===== src/rtl/game_sequencer_if.sv =====
// game_sequencer_if
// Bundles the control pulses, datapath status levels and sequencer outputs
// into one interface.
//   btn_power/btn_ok/btn_next/btn_pause : one-cycle debounced button pulses
//   collision/goal                      : status levels from the obstacle datapath
//   presente[2:0]                       : current state code
//   hero_sel[1:0]                       : selected hero index
//   game_run/game_start/result          : game control and outcome
// The master modport drives the inputs (board/testbench side).
// The slave modport is the sequencer itself.
interface game_sequencer_if;
  logic       btn_power;
  logic       btn_ok;
  logic       btn_next;
  logic       btn_pause;
  logic       collision;
  logic       goal;
  logic [2:0] presente;
  logic [1:0] hero_sel;
  logic       game_run;
  logic       game_start;
  logic       result;

  modport master (
    output btn_power, btn_ok, btn_next, btn_pause, collision, goal,
    input  presente, hero_sel, game_run, game_start, result
  );

  modport slave (
    input  btn_power, btn_ok, btn_next, btn_pause, collision, goal,
    output presente, hero_sel, game_run, game_start, result
  );
endinterface


===== src/rtl/game_sequencer.sv =====
// game_sequencer
// Top-level state machine for the runner game:
// OFF -> WLCM -> CH -> GAME <-> PA, GAME -> WL -> CH.
// Every output is a flop, so there is no combinational path from input to output.
//   clk   : system clock; all state changes happen on its rising edge
//   rst_n : asynchronous active-low reset
//   bus   : game_sequencer_if slave (buttons, datapath levels, outputs)
// Parameters:
//   TICK_DIV   : clk cycles per timing tick (minimum 2)
//   WLCM_TICKS : ticks the welcome screen is held
//   WL_TICKS   : ticks the win/lose screen is held
module game_sequencer #(
  parameter int TICK_DIV   = 27000,
  parameter int WLCM_TICKS = 3,
  parameter int WL_TICKS   = 5
) (
  input  logic             clk,
  input  logic             rst_n,
  game_sequencer_if.slave  bus
);

  localparam int PW   = $clog2(TICK_DIV);
  localparam int MAXT = (WLCM_TICKS > WL_TICKS) ? WLCM_TICKS : WL_TICKS;
  localparam int TW   = $clog2(MAXT + 1);

  typedef enum logic [2:0] {
    OFF  = 3'd0,
    WLCM = 3'd1,
    CH   = 3'd2,
    GAME = 3'd3,
    WL   = 3'd4,
    PA   = 3'd5
  } state_t;

  state_t        state_q, state_d;
  logic [PW-1:0] presc_q, presc_d;
  logic [TW-1:0] tick_q, tick_d;
  logic [1:0]    hero_q, hero_d;
  logic          run_q, run_d;
  logic          start_q, start_d;
  logic          result_q, result_d;
  logic          presc_last;

  // The state, the timer and the output flops all reset asynchronously.
  always_ff @(posedge clk or negedge rst_n) begin
    if (!rst_n) begin
      state_q  <= OFF;
      presc_q  <= '0;
      tick_q   <= '0;
      hero_q   <= 2'd0;
      run_q    <= 1'b0;
      start_q  <= 1'b0;
      result_q <= 1'b0;
    end else begin
      state_q  <= state_d;
      presc_q  <= presc_d;
      tick_q   <= tick_d;
      hero_q   <= hero_d;
      run_q    <= run_d;
      start_q  <= start_d;
      result_q <= result_d;
    end
  end

  assign presc_last = (presc_q == PW'(TICK_DIV - 1));

  // Compute the next state and the next value of every output.
  // The prescaler and the tick counter run freely within a state and are
  // cleared on every state change. A timed state therefore leaves on the
  // edge where the last prescaler count of its last tick is seen.
  always_comb begin
    state_d  = state_q;
    hero_d   = hero_q;
    result_d = result_q;
    start_d  = 1'b0;
    presc_d  = presc_last ? '0 : presc_q + PW'(1);
    tick_d   = presc_last ? tick_q + TW'(1) : tick_q;

    if (bus.btn_power) begin
      state_d = (state_q == OFF) ? WLCM : OFF;
    end else begin
      case (state_q)
        OFF: ;
        WLCM: begin
          if (presc_last && tick_q == TW'(WLCM_TICKS - 1)) state_d = CH;
        end
        CH: begin
          // When ok and next arrive together, ok wins and the hero is kept.
          if (bus.btn_ok) begin
            state_d = GAME;
            start_d = 1'b1;
          end else if (bus.btn_next) begin
            hero_d = (hero_q == 2'd2) ? 2'd0 : hero_q + 2'd1;
          end
        end
        GAME: begin
          if (bus.collision) begin
            state_d  = WL;
            result_d = 1'b0;
          end else if (bus.goal) begin
            state_d  = WL;
            result_d = 1'b1;
          end else if (bus.btn_pause) begin
            state_d = PA;
          end
        end
        WL: begin
          if (bus.btn_ok || (presc_last && tick_q == TW'(WL_TICKS - 1))) state_d = CH;
        end
        PA: begin
          if (bus.btn_pause) state_d = GAME;
        end
        default: state_d = OFF;
      endcase
    end

    if (state_d != state_q) begin
      presc_d = '0;
      tick_d  = '0;
    end

    if (state_d == OFF) hero_d = 2'd0;

    run_d = (state_d == GAME);
  end

  assign bus.presente   = state_q;
  assign bus.hero_sel   = hero_q;
  assign bus.game_run   = run_q;
  assign bus.game_start = start_q;
  assign bus.result     = result_q;

endmodule


===== src/flat_wrapper.sv =====
// flat-port wrapper written by rule: the top's interface ports become plain ports
module game_sequencer_flat 
#(
  parameter int TICK_DIV   = 27000,
  parameter int WLCM_TICKS = 3,
  parameter int WL_TICKS   = 5
)
  (clk, rst_n, bus_btn_power, bus_btn_ok, bus_btn_next, bus_btn_pause, bus_collision, bus_goal, bus_presente, bus_hero_sel, bus_game_run, bus_game_start, bus_result);
  game_sequencer_if bus_i ();
  input  logic clk;
  input  logic rst_n;
  input wire logic [$bits(bus_i.btn_power)-1:0] bus_btn_power;
  input wire logic [$bits(bus_i.btn_ok)-1:0] bus_btn_ok;
  input wire logic [$bits(bus_i.btn_next)-1:0] bus_btn_next;
  input wire logic [$bits(bus_i.btn_pause)-1:0] bus_btn_pause;
  input wire logic [$bits(bus_i.collision)-1:0] bus_collision;
  input wire logic [$bits(bus_i.goal)-1:0] bus_goal;
  output wire logic [$bits(bus_i.presente)-1:0] bus_presente;
  output wire logic [$bits(bus_i.hero_sel)-1:0] bus_hero_sel;
  output wire logic [$bits(bus_i.game_run)-1:0] bus_game_run;
  output wire logic [$bits(bus_i.game_start)-1:0] bus_game_start;
  output wire logic [$bits(bus_i.result)-1:0] bus_result;
  assign bus_i.btn_power = bus_btn_power;
  assign bus_i.btn_ok = bus_btn_ok;
  assign bus_i.btn_next = bus_btn_next;
  assign bus_i.btn_pause = bus_btn_pause;
  assign bus_i.collision = bus_collision;
  assign bus_i.goal = bus_goal;
  assign bus_presente = bus_i.presente;
  assign bus_hero_sel = bus_i.hero_sel;
  assign bus_game_run = bus_i.game_run;
  assign bus_game_start = bus_i.game_start;
  assign bus_result = bus_i.result;
  game_sequencer #(.TICK_DIV(TICK_DIV), .WLCM_TICKS(WLCM_TICKS), .WL_TICKS(WL_TICKS)) u_core (.clk(clk), .rst_n(rst_n), .bus(bus_i));
endmodule

===== config.mk =====
export PLATFORM = sky130hd
export DESIGN_NAME = game_sequencer_flat
export DESIGN_NICKNAME = d
export VERILOG_FILES = /design/src/rtl/game_sequencer_if.sv /design/src/rtl/game_sequencer.sv /design/src/flat_wrapper.sv
export SDC_FILE = /design/constraint.sdc
export NUM_CORES = 1
export LEC_CHECK = 0
export ABC_AREA = 0
export BUFFER_PORTS_ARGS = -buffer_cell sky130_fd_sc_hd__buf_2
export CORE_MARGIN = 1
export CORE_UTILIZATION = 50
export CTS_BUF_LIST = sky130_fd_sc_hd__clkbuf_8
export CTS_CLUSTER_SIZE = 14
export DETAILED_ROUTE_END_ITERATION = 12
export GPL_ROUTABILITY_DRIVEN = 0
export PLACE_DENSITY = 0.67
export SLEW_MARGIN = 15
export SYNTH_ARGS = -nofsm -noshare
export SYNTH_HDL_FRONTEND = slang
export SYNTH_SLANG_ARGS = --single-unit

===== constraint.sdc =====
create_clock -name clk -period 3.2 [get_ports clk]
set_input_delay 0.32 -clock clk [delete_from_list [all_inputs] [get_ports clk]]
set_output_delay 0.32 -clock clk [all_outputs]
set_load 0.01 [all_outputs]

==> flow_summary.json, run 1 <==
{
  "rows": 19,
  "crit_path_end": "u_core.presc_q[7]",
  "boundaryPins": 16,
  "antenna_cells": 0,
  "reg2reg_to": "u_core.presc_q[7]",
  "instances_no_fill": 205,
  "postLayoutCellArea_um2": 1690,
  "syn2layout_area_growth_pct": 10.3,
  "intPower_uw": 515,
  "total_power_uw": 654,
  "synth_area_um2": 1540,
  "power_frac_comb_pct": 6.8,
  "grt_pass1_vias": 1201,
  "place_ws_ns": 0.900,
  "p_leak_uw": 0.000770,
  "synth_nets": 173,
  "report.final.slew_viol_count": 0,
  "grt_remaining_overflow": 0,
  "dp.cells": 201,
  "async_flop_share_pct": 100,
  "drtAntennaViolNets": 0,
  "swShare_pct": 21.1,
  "r2r_cells": 5,
  "synth_flop_cell": "dfrtp_1",
  "cp-end-kind": "register",
  "ir_worst_vdd_mv": 0.244,
  "post-cts-setup-buffers": 0,
  "worstMarginPinSlew_ns": 0.768,
  "antenna_found_initial": 0,
  "cts-buffers-inserted": 3,
  "p_sw_uw": 138,
  "grt_max_degree": 27,
  "status": "finished with violations",
  "reg2reg_slack_ns": 0.88,
  "startpoint": "u_core.presc_q[3]",
  "syn_inst": 161,
  "avgRoutedWirePerCell_um": 14.7,
  "setup_slack_ns": 0.885,
  "violations": "design-rule violations",
  "period_minus_slack_ns": 2.32,
  "startpoint_type": "register",
  "dp_hpwl_mm": 2.13,
  "skew_ns": 0.00280,
  "rsz0062_at_grt": "false",
  "clkPwrFrac_pct": 40.6,
  "ctsLongestPathBuffers": 2,
  "max-slew-margin-rel_pct": 48.8,
  "post-route-drc-count": 4,
  "grt_pass1_wl_mm": 5.30,
  "clk_latency_ns": 0.27,
  "worstPathMaxFanout": 18,
  "coreArea_um2": 2830,
  "critPathArrivalTime_ns": 2.44,
  "dieArea_um2": 3300,
  "hp-class": "in -> async",
  "cp.required_ns": 3.32,
  "synth-seq-cells": 26,
  "h-tree-depth": 1,
  "drt_pass1_iterations": 8,
  "powerDensity_nw_per_um2": 386,
  "start_util_pct": 54.3,
  "drv_cap": 0,
  "routed_wirelength_mm": 3.02,
  "cts_resized": 0,
  "clockRootBuffer": "clkbuf_8",
  "port_buffers": 15,
  "cts_tree": "yes",
  "path_clk_slew_ns": 0.09,
  "rr_startpoint": "u_core.presc_q[3]",
  "crit_type": "reg -> reg",
  "die_w_um": 57.4,
  "hold_viol": 0,
  "die_y_um": 57.4,
  "p_seq_share_pct": 52.6,
  "cts-hold-fix-buffers": 0,
  "place_area_um2": 1620,
  "clock_sinks": 26,
  "finalCritPeriodShare_pct": 72.3,
  "drt_iter0_markers": 43,
  "setup_viol": 0,
  "synth_area_per_cell_um2": 9.54,
  "vias": 1226,
  "ys_seq_area_share_pct": 42.4,
  "max_freq_mhz": 432,
  "ys.warnings.count": 0,
  "grt_usage_pct": 20.4,
  "drive_gt1_share_pct": 14.4,
  "ys_types": 41,
  "final_nets": 187,
  "via_per_inst": 5.98,
  "synth_edf_count": 0,
  "setup_tns_ns": 0
}
## state kept, by name, indices dropped and copies added (netlist names)
signal,cells
u_core.bus.result,1
u_core.bus.game_run,1
u_core.tick_q,3
u_core.bus.presente,3
u_core.bus.hero_sel,2
u_core.presc_q,15
u_core.bus.game_start,1
## how the worst min path moves through the flow
stage          start                      to  slack, ns
2_1_floorplan  rst_n     u_core.bus.game_run       0.02
3_3_place_gp   rst_n       u_core.bus.result       0.34
3_5_place_dp   rst_n       u_core.bus.result       0.35
4_1_cts        rst_n  u_core.bus.presente[0]       0.05
5_1_grt        rst_n  u_core.bus.presente[0]       0.09
6_report       rst_n  u_core.bus.presente[0]       0.04
## stage by stage
step	utilization (%)	hold WS (ns)
final	59.8	0.0438
after global routing	59.8	0.0866
after CTS	59.8	0.0521
after detailed placement	57.3	0.351
after global placement	57.3	0.344
after floorplan	-	0.0244
## cells by family after synthesis
family,share of synthesized area [%]
simple gates,27.4
flops,42.4
compound gates,12.2
xor+xnor,8.56
buf+inv,4.24
fa+ha+maj,3.26
mux,1.96
## layer usage
layer  GRT usage, %  vias to the layer above  part of all wire [%]
met3           3.40                        8                   3.8
li1               -                      611                     -
met2           34.1                       31                    48
met1           27.4                      576                    47
met4           5.57                        0                   1.4
met5              0                        -                     0
## worst max-delay path: stages, from the launching register on
cell and delay (ns):
dfrtp_1 0.43, or4b_4 0.56, nor4_4 0.39, a31oi_1 0.18, o32ai_4 0.45, nor3_1 0.15
## Yosys cell counts, types with 4 or more instances
master | number | area, µm²
nor2b_1 | 4 | 25.0
nor4_1 | 10 | 62.6
xnor2_1 | 9 | 78.8
nor2_1 | 14 | 52.6
ha_1 | 4 | 50.1
inv_1 | 8 | 30.0
nand4_1 | 4 | 25.0
dfrtp_1 | 26 | 651
a21oi_1 | 5 | 25.0
a31oi_1 | 6 | 37.5
xor2_1 | 6 | 52.6
nor3_1 | 10 | 50.1
nand2_1 | 7 | 26.3
nand3_1 | 7 | 35.0
clkbuf_1 | 5 | 18.8
## layout by cell type, fill, tap and decap left out, types with 3 or more instances in the layout
cell	instances
dfrtp_1	26
nand2b_1	3
nor2_1	14
buf_2	15
nand3_1	7
nor4_1	10
nor2b_1	4
a31oi_1	6
ha_1	4
nand4_1	4
nand2_1	7
a21oi_1	5
xor2_1	6
xnor2_1	9
mux2i_1	3
clkbuf_8	3
o21ai_0	3
and2_1	3
nor3_1	10
inv_1	8
## power by group through the flow
stage | Combinational, µW | Sequential, µW | Clock [µW]
floorplan | 29.1 | 345 | 0
global placement | 43.7 | 350 | 0
detailed placement | 45.2 | 350 | 0
CTS | 45.5 | 344 | 273
global route | 50.8 | 345 | 281
finish | 44.7 | 344 | 265
## final cells by class
| class | instances | area [µm²] |
|---|---|---|
| Fill cell | 259 | 1140 |
| Multi-Input combinational cell | 120 | 820 |
| Sequential cell | 26 | 651 |
| Timing Repair Buffer | 16 | 82.6 |
| Clock buffer | 3 | 41.3 |
| Tap cell | 31 | 38.8 |
| Clock inverter | 1 | 30.0 |
| Inverter | 8 | 30.0 |
(Power assumes the default switching activity.)
==> run 2, diff against run 1 <==
==> constraint.sdc (replaced) <==
create_clock -name clk -period 2.4 [get_ports clk]
set_input_delay 0.24 -clock clk [delete_from_list [all_inputs] [get_ports clk]]
set_output_delay 0.24 -clock clk [all_outputs]
set_load 0.01 [all_outputs]
==> run 2 against run 1 <==
Net effect: the run still ends with design-rule violations left; clock power grew 36%; count of clock-buffer cells in the layout is the same; maximum frequency grew 3.6%; clock skew is essentially flat; register-to-register slack lost 0.72 ns; total power grew 35%; global-route usage grew 0.29 points; highest routed layer unchanged; core utilization grew 0.35 points.
==> flow_summary.json, run 2 (synthesized netlist as in run 1, its figures left out) <==
{
  "critPathMaxStageDelay_ns": 0.56,
  "clockRootBuffer": "clkbuf_8",
  "via_per_inst": 6.16,
  "p_sw_uw": 191,
  "path_cells": "or4b_4, nor4_4, buf_4, a21oi_1, o21ai_2, nor4_1",
  "boundaryPins": 16,
  "max-slew-margin-rel_pct": 50.7,
  "status": "finished with violations",
  "rows": 19,
  "largest_reg_flops": 15,
  "instances_no_fill": 206,
  "setup_tns_ns": 0,
  "powerDensity_nw_per_um2": 516,
  "crit_type": "reg -> reg",
  "clock_sinks": 26,
  "rsz0062_at_grt": "false",
  "coreArea_um2": 2830,
  "place_ws_ns": 0.163,
  "grt_remaining_overflow": 0,
  "routed_wirelength_mm": 3.15,
  "h-tree-depth": 1,
  "clkPwrFrac_pct": 40.9,
  "cp_top_family": "simple AND/OR/NAND/NOR gates",
  "regMostFlops": "u_core.presc_q",
  "die_y_um": 57.4,
  "max_freq_mhz": 448,
  "drive_gt1_share_pct": 14.3,
  "antenna_cells": 0,
  "cts_resized": 0,
  "grt_pass1_wl_mm": 5.30,
  "critPathArrivalTime_ns": 2.36,
  "startpoint_type": "register",
  "ctsLongestPathBuffers": 2,
  "cts_tree": "yes",
  "setup_slack_ns": 0.166,
  "finish.utilization_pct": 60.2,
  "grt_max_degree": 27,
  "report.final.slew_viol_count": 0,
  "ir_worst_vdd_mv": 0.272,
  "n_fill_cell": 256,
  "port_buffers": 15,
  "avgRoutedWirePerCell_um": 15.3,
  "vias": 1269,
  "cp-end-kind": "register",
  "skew_ns": 0.00326,
  "drtAntennaViolNets": 0,
  "final_nets": 188,
  "period_minus_slack_ns": 2.23,
  "p_seq_share_pct": 52.1,
  "hp-class": "in -> reg",
  "dieArea_um2": 3300,
  "slowest_stage": "or4b_4",
  "syn2layout_area_growth_pct": 10.9,
  "drv_cap": 0,
  "cp.required_ns": 2.52,
  "drt_iter0_markers": 88,
  "hold_viol": 0,
  "grt_usage_pct": 20.7,
  "die_w_um": 57.4,
  "finalCritPeriodShare_pct": 93.1,
  "worstPathMaxFanout": 18,
  "post-route-drc-count": 4,
  "critical_path_buf_inv_count": 1,
  "dp.cells": 201,
  "final_common_cell": "dfrtp_1",
  "intPower_uw": 688,
  "antenna_found_initial": 0,
  "drt_pass1_iterations": 8,
  "p_leak_uw": 0.000776,
  "clk_latency_ns": 0.27,
  "start_util_pct": 54.3,
  "cts-buffers-inserted": 3,
  "power_frac_comb_pct": 7.0,
  "path_clk_slew_ns": 0.09,
  "final_cell_mix": "dfrtp_1 (26), buf_2 (15), nor2_1 (14), nor3_1 (10), nor4_1 (10)",
  "swShare_pct": 21.7,
  "setup_viol": 0,
  "worstMarginPinSlew_ns": 0.739,
  "dp_hpwl_mm": 2.20,
  "violations": "design-rule violations",
  "grt_pass1_vias": 1162
}
==> run 2: path summary, 6_finish.rpt <==
path                                        start  slack (ns)  cells past startpoint                 end
worst max-delay path            u_core.presc_q[3]        0.17                      6   u_core.presc_q[3]
worst max register to register  u_core.presc_q[3]        0.17                      6   u_core.presc_q[3]
worst min-delay path                bus_collision        0.19                      2   u_core.bus.result
worst min register to register  u_core.presc_q[0]        0.51                      1   u_core.presc_q[0]
min in group asynchronous                   rst_n        0.49                      2   u_core.bus.result
max in group asynchronous                   rst_n        1.52                      2  u_core.presc_q[13]
==> run 2: per-layer routing <==
metal  up-vias  track usage [%]  share of wire [%]
met3         8             3.40                3.9
met1       615             28.2                 46
met4         0             5.23                1.6
met2        31             34.2                 48
met5         -                0                  0
li1        615                -                  -
==> run 2: stage by stage <==
stage               area (µm²)  power, µW  hold slack (ns)
finish                    1700        879            0.190
global route              1700        911            0.200
CTS                       1700        886            0.187
detailed placement        1620        527            0.276
global placement          1620        525            0.265
floorplan                 1540        499          -0.0556
==> run 2: area by class of cell <==
cell class | count | area, µm² | share of cell area (%)
Clock buffer | 3 | 41.3 | 2.42
Clock inverter | 1 | 30.0 | 1.76
Inverter | 8 | 30.0 | 1.76
Multi-Input combinational cell | 120 | 820 | 48.1
Sequential cell | 26 | 651 | 38.2
Tap cell | 31 | 38.8 | 2.28
Timing Repair Buffer | 17 | 92.6 | 5.44
==> run 2: power by group through the flow <==
stage / registers [µW] / clock network, µW / logic, µW
after floorplan: 461 / 0 / 38.8
after global placement: 466 / 0 / 58.2
after detailed placement: 466 / 0 / 60.1
after CTS: 458 / 367 / 61.8
after global routing: 459 / 383 / 68.1
final: 458 / 360 / 61.3
==> run 2: what timing repair did <==
| action | in CTS | in global routing |
|---|---|---|
| hold endpoints to repair | 26 | 0 |
| buffers inserted | 0 | 0 |
| endpoints found under the setup margin | 0 | 6 |
| hold buffers | 1 | 0 |
